--- src/rtl/booth_pkg.sv ---
// Shared state encoding and width helper for the sequential Booth multiplier.
package booth_pkg;

    typedef enum logic [1:0] {
        IDLE  = 2'b00,
        ADD   = 2'b01,
        SHIFT = 2'b10,
        DONE  = 2'b11
    } booth_state_t;

    // Ceiling log2, used to size the iteration counter so it can hold N.
    function automatic int clog2(input int value);
        int r;
        r = 0;
        for (int i = 0; i < 32; i++) begin
            if ((1 << r) < value) r++;
        end
        return r;
    endfunction

endpackage

--- src/rtl/booth_mult_seq_if.sv ---
// Operand/result bundle of the Booth multiplier: start/busy/done handshake.
interface booth_mult_seq_if #(
    parameter int WIDTH = 8
);
    logic                 start;
    logic                 signed_mode;
    logic [WIDTH-1:0]     a;
    logic [WIDTH-1:0]     b;
    logic                 busy;
    logic                 done;
    logic [2*WIDTH-1:0]   product;

    modport master (
        output start, signed_mode, a, b,
        input  busy, done, product
    );

    modport slave (
        input  start, signed_mode, a, b,
        output busy, done, product
    );
endinterface

--- src/rtl/booth_ctrl.sv ---
// Booth control FSM: alternates ADD/SHIFT for WIDTH+1 iterations, fixed latency.
// start is honoured only in IDLE or DONE; requests while busy are dropped.
module booth_ctrl
    import booth_pkg::*;
#(
    parameter int WIDTH = 8
) (
    input  logic clk,
    input  logic rst,
    input  logic start,
    input  logic q0,
    input  logic q_1,
    output logic init,
    output logic add,
    output logic sub,
    output logic shift,
    output logic last,
    output logic done,
    output logic busy
);
    localparam int N  = WIDTH + 1;
    localparam int CW = clog2(N + 1);

    booth_state_t  state, state_nxt;
    logic [CW-1:0] cnt, cnt_nxt;

    always_ff @(posedge clk) begin
        if (rst) begin
            state <= IDLE;
            cnt   <= '0;
        end else begin
            state <= state_nxt;
            cnt   <= cnt_nxt;
        end
    end

    always_comb begin
        state_nxt = state;
        cnt_nxt   = cnt;
        init      = 1'b0;
        add       = 1'b0;
        sub       = 1'b0;
        shift     = 1'b0;
        last      = 1'b0;
        case (state)
            IDLE, DONE: begin
                if (start) begin
                    init      = 1'b1;
                    cnt_nxt   = CW'(N);
                    state_nxt = ADD;
                end else begin
                    state_nxt = IDLE;
                end
            end
            ADD: begin
                add       = ~q0 & q_1;
                sub       = q0 & ~q_1;
                state_nxt = SHIFT;
            end
            SHIFT: begin
                shift     = 1'b1;
                cnt_nxt   = cnt - CW'(1);
                last      = (cnt == CW'(1));
                state_nxt = last ? DONE : ADD;
            end
            default: state_nxt = IDLE;
        endcase
    end

    assign busy = (state == ADD) || (state == SHIFT);
    assign done = (state == DONE);

endmodule

--- src/rtl/booth_mult_seq.sv ---
// Sequential radix-2 Booth multiplier, signed or unsigned per operation; done 2*WIDTH+2 cycles after accept.
// One result per 2*WIDTH+3 cycles with start held; start while busy is ignored.
module booth_mult_seq
    import booth_pkg::*;
#(
    parameter int WIDTH = 8
) (
    input  logic             clk,
    input  logic             rst,
    booth_mult_seq_if.slave  bus
);
    localparam int N = WIDTH + 1;

    logic [N-1:0]       acc_q, mcand_q, mplier_q;
    logic               q_1;
    logic [2*WIDTH-1:0] product_q;

    logic init, add, sub, shift, last, done, busy;
    logic [N-1:0] ext_a, ext_b, add_res, acc_sh, mplier_sh;

    booth_ctrl #(.WIDTH(WIDTH)) u_ctrl (
        .clk   (clk),
        .rst   (rst),
        .start (bus.start),
        .q0    (mplier_q[0]),
        .q_1   (q_1),
        .init  (init),
        .add   (add),
        .sub   (sub),
        .shift (shift),
        .last  (last),
        .done  (done),
        .busy  (busy)
    );

    // One guard bit lets unsigned operands run through the signed Booth recoding.
    assign ext_a = {bus.signed_mode & bus.a[WIDTH-1], bus.a};
    assign ext_b = {bus.signed_mode & bus.b[WIDTH-1], bus.b};

    assign add_res   = sub ? (acc_q - mcand_q) : (acc_q + mcand_q);
    assign acc_sh    = {acc_q[N-1], acc_q[N-1:1]};
    assign mplier_sh = {acc_q[0], mplier_q[N-1:1]};

    always_ff @(posedge clk) begin
        if (rst) begin
            acc_q     <= '0;
            mcand_q   <= '0;
            mplier_q  <= '0;
            q_1       <= 1'b0;
            product_q <= '0;
        end else if (init) begin
            acc_q    <= '0;
            mplier_q <= ext_b;
            q_1      <= 1'b0;
            mcand_q  <= ext_a;
        end else if (add || sub) begin
            acc_q <= add_res;
        end else if (shift) begin
            acc_q    <= acc_sh;
            mplier_q <= mplier_sh;
            q_1      <= mplier_q[0];
            // Low 2*WIDTH bits of {A,Q} after the final shift are the exact product.
            if (last) product_q <= {acc_sh[WIDTH-2:0], mplier_sh};
        end
    end

    assign bus.busy    = busy;
    assign bus.done    = done;
    assign bus.product = product_q;

endmodule

--- src/flat_wrapper.sv ---
// flat-port wrapper written by rule: the top's interface ports become plain ports
module booth_mult_seq_flat import booth_pkg::*;
#(
    parameter int WIDTH = 8
)
  (clk, rst, bus_start, bus_signed_mode, bus_a, bus_b, bus_busy, bus_done, bus_product);
  booth_mult_seq_if #(.WIDTH(WIDTH)) bus_i ();
  input  logic clk;
  input  logic rst;
  input wire logic [$bits(bus_i.start)-1:0] bus_start;
  input wire logic [$bits(bus_i.signed_mode)-1:0] bus_signed_mode;
  input wire logic [$bits(bus_i.a)-1:0] bus_a;
  input wire logic [$bits(bus_i.b)-1:0] bus_b;
  output wire logic [$bits(bus_i.busy)-1:0] bus_busy;
  output wire logic [$bits(bus_i.done)-1:0] bus_done;
  output wire logic [$bits(bus_i.product)-1:0] bus_product;
  assign bus_i.start = bus_start;
  assign bus_i.signed_mode = bus_signed_mode;
  assign bus_i.a = bus_a;
  assign bus_i.b = bus_b;
  assign bus_busy = bus_i.busy;
  assign bus_done = bus_i.done;
  assign bus_product = bus_i.product;
  booth_mult_seq #(.WIDTH(WIDTH)) u_core (.clk(clk), .rst(rst), .bus(bus_i));
endmodule
--- config.mk ---
export PLATFORM = sky130hd
export DESIGN_NAME = booth_mult_seq_flat
export DESIGN_NICKNAME = d
export VERILOG_FILES = /design/src/rtl/booth_pkg.sv /design/src/rtl/booth_mult_seq_if.sv /design/src/rtl/booth_ctrl.sv /design/src/rtl/booth_mult_seq.sv /design/src/flat_wrapper.sv
export SDC_FILE = /design/constraint.sdc
export NUM_CORES = 1
export LEC_CHECK = 0
export ABC_AREA = 1
export CORE_ASPECT_RATIO = 0.75
export CORE_MARGIN = 2
export CORE_UTILIZATION = 25
export DETAILED_ROUTE_END_ITERATION = 16
export HOLD_SLACK_MARGIN = 0.05
export PLACE_DENSITY = 0.5
export SYNTH_ARGS = -nofsm -noshare
export SYNTH_HDL_FRONTEND = slang
export SYNTH_SLANG_ARGS = --single-unit
--- constraint.sdc ---
create_clock -name clk -period 3 [get_ports clk]
set_input_delay 0.9 -clock clk [delete_from_list [all_inputs] [get_ports clk]]
set_output_delay 0.9 -clock clk [all_outputs]
set_load 0.02 [all_outputs]
==> flow_summary.ini <==
[run_status]
status = finished clean

[clocking]
cts.sinks = 50
numCtsBuffers = 5
ctsLongestPathBuffers = 2
clock_latency_ns = 0.29
cts_resized = 0
htreeDepth = 2
clk_pin_slew_ns = 0.06
cts_hold_buffers = 0
root_buffer = clkbuf_16
cts_tree = yes
cts_setup_buffers = 0

[floorplan]
die_y_um = 93.8
initial_core_util = 0.259
ios = 38
die-area_um2 = 11600
die_x_um = 124
core_area_um2 = 10400
rows = 32

[sta]
post-route-period-util = 0.877
fin_tns_setup_ns = 0
hold_ws_ns = 0.463
setup_slack_ns = 0.370
worst_slew_pin_slew_ns = 0.438
rsz0062_at_grt = false
setup_viol = 0
fin_crit_ns = 2.63
finalMaxSlewViolations = 0
relSlewSlack = 0.707
fmax_ghz = 0.380
finalHoldViolCount = 0
finalClockSkew_ns = 0.00307

[power_and_ir_drop]
irDropWorstVdd_mv = 0.182
p_leak_nw = 1.49
p_per_area_nw_per_um2 = 502

[cells_and_area]
final_common_cell = nand2_1
fin_nets = 440
area_growth_pct = 24.8
nFillCells = 1128
num_antenna_cells = 0
fin_cells = 541
mostFrequentLayoutCells = nand2_1, dfxtp_1, inv_1
drive_gt1_frac = 0.0963
postLayoutCoreUtil = 0.323

[synth]
ys_top_cells_by_area = dfxtp_1, nand2_1, ha_1, inv_1, o21ai_0
syn-cell-area_um2 = 2690
syn-num-nets = 403
ys_ff_latch = 50
syn_inst = 368
synth.distinct_cells = 35
yosysTopAreaCell = dfxtp_1
synth_top_area_share = 0.373
seq_area_frac_synth = 0.373
syn_area_per_cell_um2 = 7.30
ys.warnings.count = 0

[routing]
ant_nets = 0
drt_iter0_markers = 63
viasPerCell = 4.39
vias = 2375
drt_pass1_iterations = 4
drc_errors = 0
drt_wl_total_um = 6500
post_drt_wl_per_cell_um = 12.0

[critical_path]
path_buf_inv = 3
path_max_fanout = 4
path_delay_family = buffers and inverters
worst_setup_path_end_kind = output port
worstSetupPathType = reg -> out
max_stage_delay_ns = 0.59
required_ns = 2.10
timing.critical_path.mode_cell = inv_1
crit_path_start_kind = register
crit_path_cell_trace = inv_1, ha_1, inv_1, clkdlybuf4s50_1
worstPathArrival_ns = 1.73
critPathSlowestCell = clkdlybuf4s50_1

[placement]
portBuffers = 37
dpl.hpwl_um = 5010
gp_congestion = 0.812
dp.cells = 534
place_ws_ns = 0.471

[global_routing]
grt_pass1_wl_um = 10700
grt_overflow = 0
grt_use_total = 0.118
grt_max_degree = 34
grt_pass1_vias = 2233
grt_antenna_before_repair = 0

[job]
max_cap_viol_count = 0

[worst_hold_path]
hold_class = reg -> reg
## worst paths after layout
check | from | endpoint | slack (ns) | cells past startpoint
hold reg to reg | u_core.u_ctrl.cnt[1] | u_core.u_ctrl.cnt[1] | 0.46 | 2
setup reg to reg | u_core.u_ctrl.state[1] | u_core.acc_q[8] | 0.47 | 17
hold / removal | u_core.u_ctrl.cnt[1] | u_core.u_ctrl.cnt[1] | 0.46 | 2
setup / recovery | u_core.u_ctrl.state[0] | bus_busy | 0.37 | 4
## worst register-to-register path, delay by kind of cell, from the launching register on
family,cells,cell delay [ns]
simple gates,9,0.96
flops,1,0.35
buf+inv,4,0.28
fa+ha+maj,2,0.56
xor+xnor,1,0.16
compound gates,1,0.14
## per-layer routing
metal / GRT usage / share of wire / vias to the layer above
met5: 0 / 0 / -
met4: 0.0180 / 0.0025 / 0
met3: 0.0285 / 0.038 / 2
met2: 0.173 / 0.42 / 39
met1: 0.175 / 0.54 / 1078
li1: - / - / 1256
## synth_stat cells
library cell / n
nand3b_1: 1
nor2_2: 11
nand3_2: 4
nand2_1: 77
o21ai_4: 1
xnor2_1: 3
o21ai_0: 33
o211ai_1: 1
o21ai_1: 1
nand3_1: 20
nor3_1: 2
buf_4: 1
a211oi_1: 1
o211a_1: 6
fa_1: 1
buf_2: 4
dfxtp_1: 50
nor2_4: 1
o21bai_1: 2
a31oi_1: 5
nand2_4: 1
buf_6: 3
nor3_2: 1
or2_2: 4
inv_2: 3
inv_1: 45
nand4_1: 2
a21oi_1: 18
ha_1: 14
nor2_8: 1
xor2_1: 4
inv_4: 1
clkbuf_1: 3
nor2_1: 41
o22ai_1: 2
## layout make-up
| class | instances | area [um2] | area share |
|---|---|---|---|
| Clock inverter | 1 | 30.0 | 0.00896 |
| Tap cell | 136 | 170 | 0.0507 |
| Sequential cell | 50 | 1000 | 0.299 |
| Multi-Input combinational cell | 258 | 1430 | 0.425 |
| Timing Repair Buffer | 41 | 400 | 0.119 |
| Inverter | 49 | 186 | 0.0556 |
| Clock buffer | 6 | 139 | 0.0414 |
## logic make-up (layout without fill, tap and decap cells)
group                      Yosys count  count (layout)  share of synthesized area
AOI/OAI and AO/OA                   70              70                      0.153
xor gates and xnor gates             7               7                     0.0228
buffers and inverters               60              97                     0.0964
DFF                                 50              50                      0.373
and+or+nand+nor                    166             166                      0.283
adders and majority gates           15              15                     0.0727
## stage by stage
stage	total power, W	cell area [um2]
final	0.00168	3350
after global routing	0.00177	3350
after CTS	0.00170	3350
after detailed placement	0.00105	3180
after global placement	0.00104	3180
after floorplan	0.000956	2690
## flip-flops by register name, indices dropped and copies added (netlist names)
| register | cells |
|---|---|
| u_core.u_ctrl.state | 2 |
| u_core.q_1 | 1 |
| u_core.bus.product | 16 |
| u_core.mcand_q | 9 |
| u_core.mplier_q | 9 |
| u_core.acc_q | 9 |
| u_core.u_ctrl.cnt | 4 |
## power by group
part,internal (W),switching [W]
combinational,0.000129,0.000185
sequential,0.000693,0.0000264
clock,0.000412,0.000238
Note: power is estimated with default switching activity, not from simulation.
